[src/rtl/boot_pkg.sv]
// Shared types and helpers for the boot sequencer slice.
// State encoding is visible on the status port.
package boot_pkg;

  localparam int STATUS_W  = 3;
  localparam int BLINK_BIT = 23;

  typedef enum logic [STATUS_W-1:0] {
    ST_IDLE  = 3'd0,
    ST_STAGE = 3'd1,
    ST_HOLD  = 3'd2,
    ST_RUN   = 3'd3,
    ST_FAULT = 3'd4
  } boot_state_e;

  function automatic int cnt_w(input int v);
    return (v <= 0) ? 1 : $clog2(v + 1);
  endfunction

endpackage

[src/rtl/boot_sequencer_if.sv]
// Board-facing bundle of the boot sequencer: button, stage
// handshakes and status outputs.
interface boot_sequencer_if #(
  parameter int NUM_STAGES = 2
);
  import boot_pkg::*;

  logic                  btn_n;
  logic [NUM_STAGES-1:0] stage_ready;
  logic [NUM_STAGES-1:0] stage_en;
  logic                  cpu_reset;
  logic                  boot_done;
  logic                  boot_error;
  logic                  led_n;
  logic [STATUS_W-1:0]   status;

  modport master (
    input  btn_n, stage_ready,
    output stage_en, cpu_reset, boot_done,
    output boot_error, led_n, status
  );

  modport slave (
    output btn_n, stage_ready,
    input  stage_en, cpu_reset, boot_done,
    input  boot_error, led_n, status
  );

endinterface

[src/rtl/button_debounce.sv]
// Synchroniser, debouncer and press-length classifier for an
// active-low push button; all outputs are registered pulses.
module button_debounce
  import boot_pkg::*;
#(
  parameter int SYNC_STAGES     = 2,
  parameter int DEBOUNCE_CYCLES = 65536,
  parameter int LONG_CYCLES     = 2**24
) (
  input  logic clk,
  input  logic reset,
  input  logic btn_n_i,
  output logic pressed_o,
  output logic short_release_o,
  output logic long_hit_o
);

  localparam int DW = cnt_w(DEBOUNCE_CYCLES);
  localparam int LW = cnt_w(LONG_CYCLES);

  logic [SYNC_STAGES-1:0] sync_q;
  logic                   deb_q, deb_d;
  logic [DW-1:0]          dcnt_q, dcnt_d;
  logic [LW-1:0]          len_q, len_d;
  logic                   prs_q, prs_d;
  logic                   srel_q, srel_d;
  logic                   long_q, long_d;
  logic                   raw_down;

  assign raw_down = ~sync_q[SYNC_STAGES-1];

  always_comb begin
    deb_d  = deb_q;
    dcnt_d = '0;
    len_d  = len_q;
    prs_d  = 1'b0;
    srel_d = 1'b0;
    long_d = 1'b0;
    if (raw_down != deb_q) begin
      if (dcnt_q >= DW'(DEBOUNCE_CYCLES - 1))
        deb_d = raw_down;
      else
        dcnt_d = dcnt_q + 1'b1;
    end
    if (deb_d && !deb_q) begin
      prs_d = 1'b1;
      len_d = '0;
    end else if (!deb_d && deb_q) begin
      // a press that already fired long_hit must not also count as warm
      srel_d = (len_q != LW'(LONG_CYCLES));
      len_d  = '0;
    end else if (deb_q && len_q != LW'(LONG_CYCLES)) begin
      len_d  = len_q + 1'b1;
      long_d = (len_d == LW'(LONG_CYCLES));
    end
  end

  always_ff @(posedge clk) begin
    if (reset) begin
      sync_q <= '1;
      deb_q  <= 1'b0;
      dcnt_q <= '0;
      len_q  <= '0;
      prs_q  <= 1'b0;
      srel_q <= 1'b0;
      long_q <= 1'b0;
    end else begin
      sync_q <= {sync_q[SYNC_STAGES-2:0], btn_n_i};
      deb_q  <= deb_d;
      dcnt_q <= dcnt_d;
      len_q  <= len_d;
      prs_q  <= prs_d;
      srel_q <= srel_d;
      long_q <= long_d;
    end
  end

  assign pressed_o       = prs_q;
  assign short_release_o = srel_q;
  assign long_hit_o      = long_q;

endmodule

[src/rtl/boot_sequencer.sv]
// Brings boot stages up in order, holds the CPU in reset until
// all are ready, and handles warm/cold button reboots.
module boot_sequencer
  import boot_pkg::*;
#(
  parameter int NUM_STAGES      = 2,
  parameter int SYNC_STAGES     = 2,
  parameter int DEBOUNCE_CYCLES = 65536,
  parameter int HOLD_CYCLES     = 16,
  parameter int LONG_CYCLES     = 2**24,
  parameter int TIMEOUT_CYCLES  = 2**26
) (
  input logic               clk,
  input logic               reset,
  boot_sequencer_if.master  bus
);

  localparam int IW = cnt_w(NUM_STAGES - 1);
  localparam int TW = cnt_w(TIMEOUT_CYCLES);
  localparam int HW = cnt_w(HOLD_CYCLES);

  boot_state_e           state_q, state_d;
  logic [IW-1:0]         idx_q, idx_d;
  logic [TW-1:0]         tmr_q, tmr_d;
  logic [HW-1:0]         hold_q, hold_d;
  logic [NUM_STAGES-1:0] en_q, en_d;
  logic                  prs_q, prs_d;
  logic                  cpu_q, cpu_d;
  logic                  done_q, done_d;
  logic                  err_q, err_d;
  logic                  led_q, led_d;
  logic [BLINK_BIT:0]    free_q;
  logic                  pressed, short_rel, long_hit;
  logic                  rdy_cur, last;

  button_debounce #(
    .SYNC_STAGES     (SYNC_STAGES),
    .DEBOUNCE_CYCLES (DEBOUNCE_CYCLES),
    .LONG_CYCLES     (LONG_CYCLES)
  ) u_btn (
    .clk             (clk),
    .reset           (reset),
    .btn_n_i         (bus.btn_n),
    .pressed_o       (pressed),
    .short_release_o (short_rel),
    .long_hit_o      (long_hit)
  );

  always_comb begin
    rdy_cur = 1'b0;
    for (int i = 0; i < NUM_STAGES; i++)
      if (idx_q == IW'(i)) rdy_cur = bus.stage_ready[i];
    last = (idx_q == IW'(NUM_STAGES - 1));
  end

  always_comb begin
    state_d = state_q;
    idx_d   = idx_q;
    tmr_d   = tmr_q;
    hold_d  = hold_q;
    en_d    = en_q;
    prs_d   = prs_q;
    case (state_q)
      ST_IDLE: begin
        state_d = ST_STAGE;
        idx_d   = '0;
        tmr_d   = '0;
      end
      ST_STAGE: begin
        if (rdy_cur) begin
          tmr_d = '0;
          if (last) begin
            state_d = ST_HOLD;
            hold_d  = '0;
          end else begin
            idx_d = idx_q + 1'b1;
          end
        end else if (TIMEOUT_CYCLES != 0 &&
                     tmr_q == TW'(TIMEOUT_CYCLES - 1)) begin
          state_d = ST_FAULT;
        end else if (tmr_q != '1) begin
          tmr_d = tmr_q + 1'b1;
        end
      end
      ST_HOLD: begin
        if (hold_q == HW'(HOLD_CYCLES - 1))
          state_d = ST_RUN;
        else
          hold_d = hold_q + 1'b1;
      end
      ST_RUN: begin
        if ((bus.stage_ready & en_q) != en_q)
          state_d = ST_FAULT;
      end
      ST_FAULT: ;
      default: state_d = ST_IDLE;
    endcase

    // a stage failure in the same cycle outranks a warm release
    if (short_rel && state_d != ST_FAULT &&
        (state_q == ST_RUN || state_q == ST_HOLD)) begin
      state_d = ST_HOLD;
      hold_d  = '0;
    end
    if (long_hit) begin
      state_d = ST_IDLE;
      en_d    = '0;
      idx_d   = '0;
      tmr_d   = '0;
      hold_d  = '0;
    end

    for (int i = 0; i < NUM_STAGES; i++)
      if (state_d == ST_STAGE && idx_d == IW'(i)) en_d[i] = 1'b1;

    if (long_hit || short_rel) prs_d = 1'b0;
    else if (pressed)          prs_d = 1'b1;

    cpu_d  = (state_d != ST_RUN) || prs_d;
    done_d = (state_d == ST_RUN);
    err_d  = (state_d == ST_FAULT);
    led_d  = 1'b1;
    if (state_d == ST_RUN)   led_d = 1'b0;
    if (state_d == ST_FAULT) led_d = free_q[BLINK_BIT];
  end

  always_ff @(posedge clk) begin
    if (reset) begin
      state_q <= ST_IDLE;
      idx_q   <= '0;
      tmr_q   <= '0;
      hold_q  <= '0;
      en_q    <= '0;
      prs_q   <= 1'b0;
      cpu_q   <= 1'b1;
      done_q  <= 1'b0;
      err_q   <= 1'b0;
      led_q   <= 1'b1;
      free_q  <= '0;
    end else begin
      state_q <= state_d;
      idx_q   <= idx_d;
      tmr_q   <= tmr_d;
      hold_q  <= hold_d;
      en_q    <= en_d;
      prs_q   <= prs_d;
      cpu_q   <= cpu_d;
      done_q  <= done_d;
      err_q   <= err_d;
      led_q   <= led_d;
      free_q  <= free_q + 1'b1;
    end
  end

  assign bus.stage_en   = en_q;
  assign bus.cpu_reset  = cpu_q;
  assign bus.boot_done  = done_q;
  assign bus.boot_error = err_q;
  assign bus.led_n      = led_q;
  assign bus.status     = state_q;

endmodule
[src/flat_wrapper.sv]
// flat-port wrapper written by rule: the top's interface ports become plain ports
module boot_sequencer_flat import boot_pkg::*;
#(
  parameter int NUM_STAGES      = 2,
  parameter int SYNC_STAGES     = 2,
  parameter int DEBOUNCE_CYCLES = 65536,
  parameter int HOLD_CYCLES     = 16,
  parameter int LONG_CYCLES     = 2**24,
  parameter int TIMEOUT_CYCLES  = 2**26
)
  (clk, reset, bus_btn_n, bus_stage_ready, bus_stage_en, bus_cpu_reset, bus_boot_done, bus_boot_error, bus_led_n, bus_status);
  boot_sequencer_if #(.NUM_STAGES(NUM_STAGES)) bus_i ();
  input logic clk;
  input logic reset;
  input wire logic [$bits(bus_i.btn_n)-1:0] bus_btn_n;
  input wire logic [$bits(bus_i.stage_ready)-1:0] bus_stage_ready;
  output wire logic [$bits(bus_i.stage_en)-1:0] bus_stage_en;
  output wire logic [$bits(bus_i.cpu_reset)-1:0] bus_cpu_reset;
  output wire logic [$bits(bus_i.boot_done)-1:0] bus_boot_done;
  output wire logic [$bits(bus_i.boot_error)-1:0] bus_boot_error;
  output wire logic [$bits(bus_i.led_n)-1:0] bus_led_n;
  output wire logic [$bits(bus_i.status)-1:0] bus_status;
  assign bus_i.btn_n = bus_btn_n;
  assign bus_i.stage_ready = bus_stage_ready;
  assign bus_stage_en = bus_i.stage_en;
  assign bus_cpu_reset = bus_i.cpu_reset;
  assign bus_boot_done = bus_i.boot_done;
  assign bus_boot_error = bus_i.boot_error;
  assign bus_led_n = bus_i.led_n;
  assign bus_status = bus_i.status;
  boot_sequencer #(.NUM_STAGES(NUM_STAGES), .SYNC_STAGES(SYNC_STAGES), .DEBOUNCE_CYCLES(DEBOUNCE_CYCLES), .HOLD_CYCLES(HOLD_CYCLES), .LONG_CYCLES(LONG_CYCLES), .TIMEOUT_CYCLES(TIMEOUT_CYCLES)) u_core (.clk(clk), .reset(reset), .bus(bus_i));
endmodule
[config.mk]
export PLATFORM = sky130hd
export DESIGN_NAME = boot_sequencer_flat
export DESIGN_NICKNAME = d
export VERILOG_FILES = /design/src/rtl/boot_pkg.sv /design/src/rtl/boot_sequencer_if.sv /design/src/rtl/button_debounce.sv /design/src/rtl/boot_sequencer.sv /design/src/flat_wrapper.sv
export SDC_FILE = /design/constraint.sdc
export NUM_CORES = 1
export LEC_CHECK = 0
export CAP_MARGIN = 20
export CORE_MARGIN = 2
export CORE_UTILIZATION = 45
export CTS_CLUSTER_SIZE = 24
export DETAILED_ROUTE_END_ITERATION = 10
export PLACE_DENSITY = 0.65
export SETUP_SLACK_MARGIN = 0.4
export SKIP_LAST_GASP = 1
export SYNTH_ARGS = -nofsm -noshare
export SYNTH_HDL_FRONTEND = slang
export SYNTH_HIERARCHICAL = 1
export SYNTH_SLANG_ARGS = --single-unit
[constraint.sdc]
create_clock -name clk -period 3.05 [get_ports clk]
set_clock_uncertainty 0.15 [all_clocks]
set_input_delay 0.7625 -clock clk [delete_from_list [all_inputs] [get_ports clk]]
set_output_delay 0.7625 -clock clk [all_outputs]
set_load 0.005 [all_outputs]
==> impl_metrics.json <==
{
  "outcome": "finished clean",
  "portBuffers": 13,
  "routed_wl_um": 13100,
  "syn2layout_area_growth_pct": 22.1,
  "finish.instance_area_um2": 6920,
  "min_path_type": "flip-flop to flip-flop",
  "crit_path_end_kind": "flip-flop",
  "power_switching_uw": 815,
  "dp_hpwl_um": 8610,
  "final-seq-area_um2": 2330,
  "synth_top_area_frac": 0.406,
  "reg2reg_from": "u_core/u_btn/len_q[0]$_SDFFE_PP0N_",
  "start_util": 0.466,
  "async_flop_share": 0,
  "crit_fanout": 6,
  "synth_warnings": 6,
  "vias": 4991,
  "grt_overflow": 0,
  "cp.required_ns": 3.23,
  "drtIter0Drc": 375,
  "ff2ff_path_depth": 8,
  "maxCapViolations": 0,
  "syn_area_per_cell_um2": 8.39,
  "hold_depth": 1,
  "die_y_um": 116,
  "hold_viol_final": 0,
  "synth.area.top_cells": "dfxtp_1 (41%), nor2_1 (6.7%), xor2_1 (5.6%)",
  "placed_area_um2": 6000,
  "clock_latency_ns": 0.41,
  "cts_sinks": 115,
  "io_pins": 14,
  "slew_headroom": 0.527,
  "rows": 40,
  "setup_viol": 0,
  "p_leak_uw": 0.00224,
  "rsz0062_at_grt": "true",
  "grt_pass1_vias": 4650,
  "fmax_ghz": 0.361,
  "min_from": "u_core/u_btn/sync_q[0]$_SDFF_PP1_",
  "arrival_ns": 2.95,
  "fp.dieW_um": 116,
  "cts.path.max_buffers": 2,
  "worst_pin_slew_ns": 0.706,
  "cts_max_level": 4,
  "drv_slew": 0,
  "crit_type": "flip-flop to flip-flop",
  "synth_nets": 690,
  "dr.pass1.iters": 5,
  "intPower_uw": 2690,
  "ir_drop_mv": 0.351,
  "drive_gt1_frac": 0.189,
  "multi_input_area_um2": 3320,
  "grt_max_degree": 28,
  "synth_cell_types": 62,
  "fin_tns_setup_ns": 0,
  "post-route-period-util": 0.908,
  "clkPwrFrac": 0.531,
  "p_per_area_nw_per_um2": 507,
  "cts_buffers": 17,
  "path_clk_slew_ns": 0.06,
  "fillers": 1084,
  "avgRoutedWirePerCell_um": 14.8,
  "grt_pass1_wl_um": 21200,
  "root_buffer": "clkbuf_16",
  "synth_edf_count": 0,
  "syn-cell-area_um2": 5660,
  "p_seq_frac": 0.436,
  "place.gp.congestion": 0.881,
  "yosys.area.top_type": "dfxtp_1",
  "die-area_um2": 13500,
  "grt_use_total": 0.195,
  "grt_antenna_before_repair": 0,
  "switching_share": 0.232,
  "nets": 725,
  "cts_tree": "yes",
  "ys_ff_latch": 115,
  "pwr-share-comb": 0.033,
  "diodes": 0,
  "critPathLaunch": "u_core/u_btn/len_q[0]$_SDFFE_PP0N_",
  "drc": 0,
  "ys.flop_type": "dfxtp_1",
  "postSynthCellCount": 675,
  "min_period_ns": 2.77,
  "coreArea_um2": 12200,
  "crit_path_start_kind": "flip-flop",
  "final_antenna_net_count": 0,
  "routed_via_density": 5.60,
  "seq_area_frac_synth": 0.406
}
==> per-stage QoR <==
step	hold slack, ns	util	worst slack (ns)	power (uW)	std cells
CTS	0.262	0.547	0.304	3530	880
global placement	0.242	0.494	0.143	1660	843
finish	0.258	0.569	0.279	3510	891
global route	0.274	0.569	0.125	3620	891
floorplan	0.239	-	0.402	1620	675
detailed placement	0.249	0.494	0.0640	1660	843
==> final cells by class <==
cell class | count | share of cell area
multi-input cells | 512 | 0.481
clock inverters | 13 | 0.0185
flip-flops and latches | 115 | 0.337
clock buffers | 19 | 0.0626
repair buffers | 45 | 0.0610
well taps | 168 | 0.0304
inverters | 19 | 0.0103
==> synthesized netlist by cell type, types with 4 or more instances <==
cell type  number
and3_1          7
nor2_1        101
nor4_1         10
nand2_1        51
inv_1          19
buf_2           5
o21ai_0        22
or2_2           6
nor4b_1         4
or3_1          22
clkbuf_1       18
nand4_1        30
a21oi_1        33
nand2b_1        4
o211ai_1        5
o31ai_1         7
xnor2_1        30
o22ai_1         5
dfxtp_1       115
buf_6           4
and4_1          9
or4_1           9
nor3_1         21
mux2i_1         4
ha_1           10
xor2_1         36
nand3_1        38
==> critical path, cell delays in order, from the launching register on <==
cell	delay, ns
dfxtp_4	0.39
ha_4	0.17
nand4_1	0.13
buf_4	0.18
or2_1	0.28
or3_4	0.37
or4_1	0.48
a32o_1	0.29
nor4b_2	0.25
==> state kept, by name, summed over array words and instances (netlist names) <==
signal / cells
u_core/bus.cpu_reset: 1
u_core/u_btn/deb_q: 1
u_core/hold_q: 5
u_core/prs_q: 1
u_core/u_btn/long_hit_o: 1
u_core/u_btn/sync_q: 2
u_core/bus.stage_en: 2
u_core/u_btn/short_release_o: 1
u_core/bus.boot_error: 1
u_core/bus.led_n: 1
u_core/u_btn/pressed_o: 1
u_core/u_btn/len_q: 25
u_core/u_btn/dcnt_q: 17
u_core/bus.status: 3
u_core/idx_q: 1
u_core/bus.boot_done: 1
u_core/tmr_q: 27
u_core/free_q: 24
==> layout by cell type (no fill, tap or decap), drive strengths merged, types with 11 or more instances in the layout <==
| master | Yosys | layout |
|---|---|---|
| nor4 | 11 | 11 |
| or4 | 15 | 15 |
| nand4 | 32 | 32 |
| nor2 | 101 | 101 |
| xor2 | 36 | 36 |
| clkbuf | 19 | 21 |
| nor3 | 22 | 22 |
| a21oi | 33 | 33 |
| clkdlybuf4s50 | 0 | 13 |
| o21ai | 22 | 22 |
| dfxtp | 115 | 115 |
| buf | 10 | 30 |
| xnor2 | 30 | 30 |
| inv | 19 | 22 |
| or3 | 23 | 23 |
| nand2 | 51 | 51 |
| nand3 | 38 | 38 |
==> kinds of logic after synthesis <==
logic type,after synthesis,share of synthesized area
AO/OA/AOI/OAI,92,0.104
multiplexers,5,0.00906
AND/OR/NAND/NOR,339,0.318
buffers and inverters,48,0.0384
XOR/XNOR,66,0.102
adder cells (fa/ha/maj),10,0.0221
flip-flops,115,0.406
==> metal layers <==
layer	up-vias	share of wire	wire length [um]	global-route usage
li1	2491	-	-	-
met5	-	0	0	0
met1	2393	0.46	6060	0.252
met4	0	0.017	219	0.0810
met2	90	0.48	6350	0.314
met3	17	0.040	522	0.0477
==> repair_timing <==
| action | CTS | global route |
|---|---|---|
| resized for setup | 21 | 37 |
| cloned | 0 | 3 |
| hold buffers | 0 | 0 |
| pin swaps | 6 | 5 |
| endpoints found under the setup margin | 29 | 42 |
| buffers inserted | 5 | 8 |
==> worst paths after layout <==
kind,end,slack [ns]
worst max-delay path,u_core/u_btn/long_hit_o$_SDFF_PP0_,0.28
worst max register to register,u_core/u_btn/long_hit_o$_SDFF_PP0_,0.28
worst min-delay path,u_core/u_btn/sync_q[1]$_SDFF_PP1_,0.26
worst min register to register,u_core/u_btn/sync_q[1]$_SDFF_PP1_,0.26
==> power groups by stage <==
stage               sequential, uW  combinational, uW  clock [uW]
finish                        1530                115        1860
global route                  1530                124        1970
CTS                           1530               97.9        1910
detailed placement            1560               97.0           0
global placement              1560               94.9           0
floorplan                     1560               63.2           0
Note: power is estimated with default switching activity, not from simulation.
==> edit 1 (same flow settings) <==
Make the reset (`reset`) asynchronous in 2 clocked blocks.
--- a/src/rtl/button_debounce.sv
+++ b/src/rtl/button_debounce.sv
@@ -56,5 +56,5 @@
   end
 
-  always_ff @(posedge clk) begin
+  always_ff @(posedge clk or posedge reset) begin
     if (reset) begin
       sync_q <= '1;
--- a/src/rtl/boot_sequencer.sv
+++ b/src/rtl/boot_sequencer.sv
@@ -125,5 +125,5 @@
   end
 
-  always_ff @(posedge clk) begin
+  always_ff @(posedge clk or posedge reset) begin
     if (reset) begin
       state_q <= ST_IDLE;
Check against the original RTL: differs if reset is asserted again (counterexample within 4 cycles, from zero or initial values and one cycle with reset high); with reset held inactive, the same outputs for 10 cycles.
==> edit 1 against the unedited design <==
First-iteration DRC count is 8.8% higher. Design area is 15% higher. Routed wire length is 18% higher. Synthesized area is 12% higher. Die area is 12% higher. Sequential share of layout area is 2.6 points higher. Sequential cell count stayed put. Setup slack worse by 0.26 ns. Critical path depth is 5 higher. Synthesized cell count is 1.2% higher.
Power is not compared: it rests on default switching activity, and its combinational part moved more than twofold at a synthesized area within 25%.
==> edit 1: results (changes against the unedited design) <==
stage,metric,value,unit,change
status,status,completed,,
critical_path,crit-path max FO,4,,-2
logic_synthesis,Mapped Cells,683,,+1.2%
logic_synthesis,Async SR Flop Fraction,1.000,,+1.000
layout,Filler cells,1150,,+6.1%
placement,area post-placement,6944,um^2,+16%
logic_synthesis,post-synthesis xor/xnor area fraction,0.06755,,-0.03451
logic_synthesis,Mapped Nets,698,,+1.2%
clock_network,CTS H-tree depth,4,,unchanged
layout,Non-Filler Instances,922,,+3.5%
grt,largest net degree at the start of global routing,48,,+71%
placement,GPL Wtd Cong,0.8526,,-3.2%
clock_network,CTS root buf,clkbuf_16,,
placement,DPL Wire Length,10190,um,+18%
layout,Largest regs,"u_core/tmr_q: 27 flops, u_core/u_btn/len_q: 25 flops, u_core/free_q: 24 flops",,
logic_synthesis,Yosys warnings,6,,unchanged
drt,1st-iter DRT viols,408,,+8.8%
drt,vias after detailed routing,5460,,+9.4%
logic_synthesis,Post-Synth Adder-Cell Area,0.01969,,-0.002397
placement,cell total after placement,878,,+4.2%
timing,Max Freq,330.3,MHz,-8.5%
grt,global-route usage over all layers,0.2160,,+0.02058
drt,WL final,15480,um,+18%
logic_synthesis,Synth top cells by count,"dfrtp_1 (111), nor2_1 (63), nand2_1 (59)",,
timing,max_slew headroom,0.3880,,-0.1395
grt,initial antenna violation count,0,,unchanged
logic_synthesis,compound-gate portion of the synthesized area,0.1550,,+0.05116
logic_synthesis,"Top FF cell, synth",dfrtp_1,,
grt,vias in the first global route,5304,,+14%
logic_synthesis,Cell variety after synth,71,,+15%
logic_synthesis,"Seq/Total Area, Yosys",0.4537,,+0.04727
logic_synthesis,synth top area cells,"dfrtp_1 (44%), xnor2_1 (3.9%), nor2_1 (3.7%), nand3_1 (3.7%), nand2_1 (3.5%)",,
clock_network,clk_lat worst skew,0.41,ns,about the same
critical_path,Worst Path Arrival,3.19,ns,+0.24 ns
layout,fraction of layout cells with a size suffix above 1,0.2143,,+0.02480
layout,nets,744,,+2.6%
grt,first-pass GRT wire length,25690,um,+21%
logic_synthesis,multiplexer area fraction after synthesis,0.001575,,-0.007481
layout,n_diodes,0,,unchanged
[edit 1: worst paths after layout]
kind	start	end	slack (ns)	depth (start not counted)
max in group asynchronous	reset	u_core/bus.led_n	1.45	3
worst min register to register	u_core/u_btn/sync_q[0]	u_core/u_btn/sync_q[1]	0.21	0
min in group asynchronous	reset	u_core/u_btn/len_q[14]	0.58	2
worst max-delay path	u_core/u_btn/dcnt_q[5]	u_core/u_btn/len_q[24]	0.02	13
worst max register to register	u_core/u_btn/dcnt_q[5]	u_core/u_btn/len_q[24]	0.02	13
worst min-delay path	u_core/u_btn/sync_q[0]	u_core/u_btn/sync_q[1]	0.21	0
[edit 1: routing by layer]
layer / GRT usage / part of all wire
met3: 0.05158 / 0.036
met5: 0 / 0
met4: 0.08693 / 0.013
met2: 0.3570 / 0.51
met1: 0.2720 / 0.44
[edit 1: final cells by class]
type | instances | area share
clock buffers | 20 | 0.05614
clock inverters | 12 | 0.01730
inverters | 23 | 0.01085
multi-input cells | 507 | 0.4476
flip-flops and latches | 115 | 0.3623
well taps | 180 | 0.02831
repair buffers | 65 | 0.07753
[edit 1: cell families after synthesis]
| group | after synthesis |
|---|---|
| AO/OA/AOI/OAI | 143 |
| XOR/XNOR | 49 |
| adder cells (fa/ha/maj) | 10 |
| buffers and inverters | 61 |
| flip-flops | 115 |
| multiplexers | 1 |
| AND/OR/NAND/NOR | 304 |
[edit 1: report_power, final]
part / internal, mW / leakage, nW / total (mW) / switching (mW)
sequential: 1.61 / 1.56 / 1.73 / 0.115
combinational: 0.380 / 1.55 / 0.899 / 0.519
clock: 1.29 / 0.293 / 1.97 / 0.684
total: 3.29 / 3.40 / 4.60 / 1.32
[edit 1: through the flow]
stage | utilization | worst slack [ns] | hold slack [ns] | TNS [ns]
CTS | 0.5483 | 0.06103 | 0.2078 | 0
detailed placement | 0.5022 | -0.03802 | 0.1998 | -0.07050
global placement | 0.5022 | 0.04410 | 0.1974 | 0
finish | 0.5754 | 0.02243 | 0.2060 | 0
global route | 0.5754 | -0.1525 | 0.2085 | -0.2613
floorplan | - | -0.003013 | 0.1952 | -0.003013
[edit 1: worst max-delay path, stage by stage (launching register included)]
cell	delay, ns
dfrtp_1	0.38
and4_4	0.20
nand4_1	0.13
nor2_2	0.07
and2_4	0.14
ha_4	0.14
a211o_1	0.27
o21a_1	0.22
ha_4	0.17
or2_4	0.24
buf_8	0.13
a21o_4	0.22
clkbuf_16	0.16
o41ai_4	0.30
[edit 1: timing repair]
action                     in CTS  in global routing
setup endpoints to repair      27                 35
cloned                          1                  2
hold endpoints to repair        0                  0
buffers inserted                1                  8
pin swaps                       3                 10
resized for setup              10                 62
==> edit 2 (same flow settings) <==
Made on the original files. `HOLD_CYCLES` is set to 16 in 2 places; all go to 32.
--- a/src/rtl/boot_sequencer.sv
+++ b/src/rtl/boot_sequencer.sv
@@ -7,5 +7,5 @@
   parameter int SYNC_STAGES     = 2,
   parameter int DEBOUNCE_CYCLES = 65536,
-  parameter int HOLD_CYCLES     = 16,
+  parameter int HOLD_CYCLES     = 32,
   parameter int LONG_CYCLES     = 2**24,
   parameter int TIMEOUT_CYCLES  = 2**26
--- a/src/flat_wrapper.sv
+++ b/src/flat_wrapper.sv
@@ -5,5 +5,5 @@
   parameter int SYNC_STAGES     = 2,
   parameter int DEBOUNCE_CYCLES = 65536,
-  parameter int HOLD_CYCLES     = 16,
+  parameter int HOLD_CYCLES     = 32,
   parameter int LONG_CYCLES     = 2**24,
   parameter int TIMEOUT_CYCLES  = 2**26
Function: same outputs for any inputs over 10 cycles, from zero or initial values and one cycle with reset high; that may be too few to reach the edited logic, so the function may still have changed.
==> edit 2 against the unedited design <==
Sequential cell count rose by 1. Count of clock-buffer cells in the layout rose by 2. Largest power group unchanged. Non-clock buffer count fell by 3. Synthesized cell count rose by 4.3%. Sequential share of layout area fell by 1.5 points. Hold slack improved by 0.0056 ns. Synthesized area rose by 3.7%. Final cell count rose by 3.0%. Setup slack got worse by 0.21 ns. Design area rose by 5.0%. Total power rose by 4.9%. Routed wire length rose by 5.7%.
==> edit 2: results (changes against the unedited design) <==
stage,metric,value,unit,change
critical_path,Top delay family on crit path,simple AND/OR/NAND/NOR gates,,
critical_path,Worst Path Arrival,3.19,ns,+0.24 ns
placement,dpl ws,0.06933,ns,+0.005330 ns
logic_synthesis,Synth top cells by count,"dfxtp_1 (116), nor2_1 (100), nand2_1 (52)",,
logic_synthesis,Cell variety after synth,65,,+4.8%
drt,WL final,13900,um,+5.7%
placement,DPL Wire Length,8762,um,+1.7%
timing,worst slew pin tran,0.6345,ns,-0.07167 ns
timing,Max Freq,335.5,MHz,-7.0%
placement,GPL Wtd Cong,0.8670,,-1.6%
status,status,completed,,
layout,Filler cells,1107,,+2.1%
timing,setup violators final,0,,unchanged
clock_network,post_cts resized,29,,+38%
power_and_ir_drop,Worst VDD drop,0.0003675,V,+4.6%
critical_path,Max stage delay on crit path,0.43,ns,-0.05 ns
critical_path,reg2reg path depth,15,,+7
layout,n_diodes,0,,unchanged
drt,average vias per placed instance,5.668,,+1.2%
layout,nets,747,,+3.0%
logic_synthesis,Mapped Nets,718,,+4.1%
logic_synthesis,compound-gate portion of the synthesized area,0.1144,,+0.01060
logic_synthesis,synth top area cells,"dfxtp_1 (40%), nor2_1 (6.4%), xnor2_1 (6.0%), nand3_1 (3.9%), xor2_1 (3.4%)",,
critical_path,reg2reg setup slack,0.07,ns,-0.21 ns
grt,vias in the first global route,4859,,+4.5%
clock_network,post-CTS setup buffer count,9,,+4
power_and_ir_drop,P_leak,2.297,nW,+2.8%
logic_synthesis,multiplexer area fraction after synthesis,0.02088,,+0.01183
critical_path,worst reg2reg path startpoint,u_core/u_btn/dcnt_q[7],,
critical_path,critical path's slowest cell,or3_4,,
logic_synthesis,"Seq/Total Area, Yosys",0.3955,,-0.01097
clock_network,CTS Buf Count,17,,unchanged
critical_path,critical path endpoint,u_core/u_btn/len_q[19],,
grt,first-pass GRT wire length,23090,um,+9.0%
logic_synthesis,Yosys warnings,6,,unchanged
logic_synthesis,Async SR Flop Fraction,0,,unchanged
grt,largest net degree at the start of global routing,37,,+32%
logic_synthesis,post-synthesis xor/xnor area fraction,0.09397,,-0.008085
layout,fraction of layout cells with a size suffix above 1,0.1796,,-0.009864
logic_synthesis,Post-Synth Adder-Cell Area,0.01918,,-0.002912
-- edit 2: worst min path at each step --
| stage | slack [ns] | to | cells past startpoint | start |
|---|---|---|---|---|
| floorplan | 0.24 | u_core/u_btn/sync_q[1] | 1 | u_core/u_btn/sync_q[0] |
| global placement | 0.25 | u_core/u_btn/sync_q[1] | 1 | u_core/u_btn/sync_q[0] |
| detailed placement | 0.26 | u_core/u_btn/sync_q[1] | 1 | u_core/u_btn/sync_q[0] |
| CTS | 0.27 | u_core/u_btn/sync_q[1] | 1 | u_core/u_btn/sync_q[0] |
| global route | 0.30 | u_core/u_btn/sync_q[1] | 1 | u_core/u_btn/sync_q[0] |
| finish | 0.26 | u_core/u_btn/sync_q[1] | 1 | u_core/u_btn/sync_q[0] |
-- edit 2: layout make-up --
type	count	area [um^2]	area share
inverter	23	86.33	0.01189
multi-input combinational	533	3578	0.4928
sequential	116	2338	0.3220
clock buffer	21	470.5	0.06478
tap	172	215.2	0.02963
clock inverter	11	126.4	0.01740
timing repair buffer	42	446.7	0.06151
-- edit 2: metrics by stage --
step	power (mW)	utilization	cells	instance area [um^2]
floorplan	1.666	-	704	5896
global placement	1.709	0.4881	871	6185
detailed placement	1.711	0.4881	871	6185
CTS	3.706	0.5534	914	7012
global route	3.811	0.5731	918	7262
finish	3.678	0.5731	918	7262
-- edit 2: where the power goes --
group          internal (mW)  switching [mW]
Sequential              1.53          0.0178
Combinational         0.0730          0.0867
Clock                   1.27           0.702
Total                   2.87           0.807
-- edit 2: routing by layer --
| layer | up-vias | global-route usage | routed length [um] |
|---|---|---|---|
| met2 | 138 | 0.3396 | 6956 |
| li1 | 2577 | - | - |
| met4 | 0 | 0.07831 | 253 |
| met1 | 2467 | 0.2414 | 6079 |
| met5 | - | 0 | 0 |
| met3 | 21 | 0.05598 | 607 |
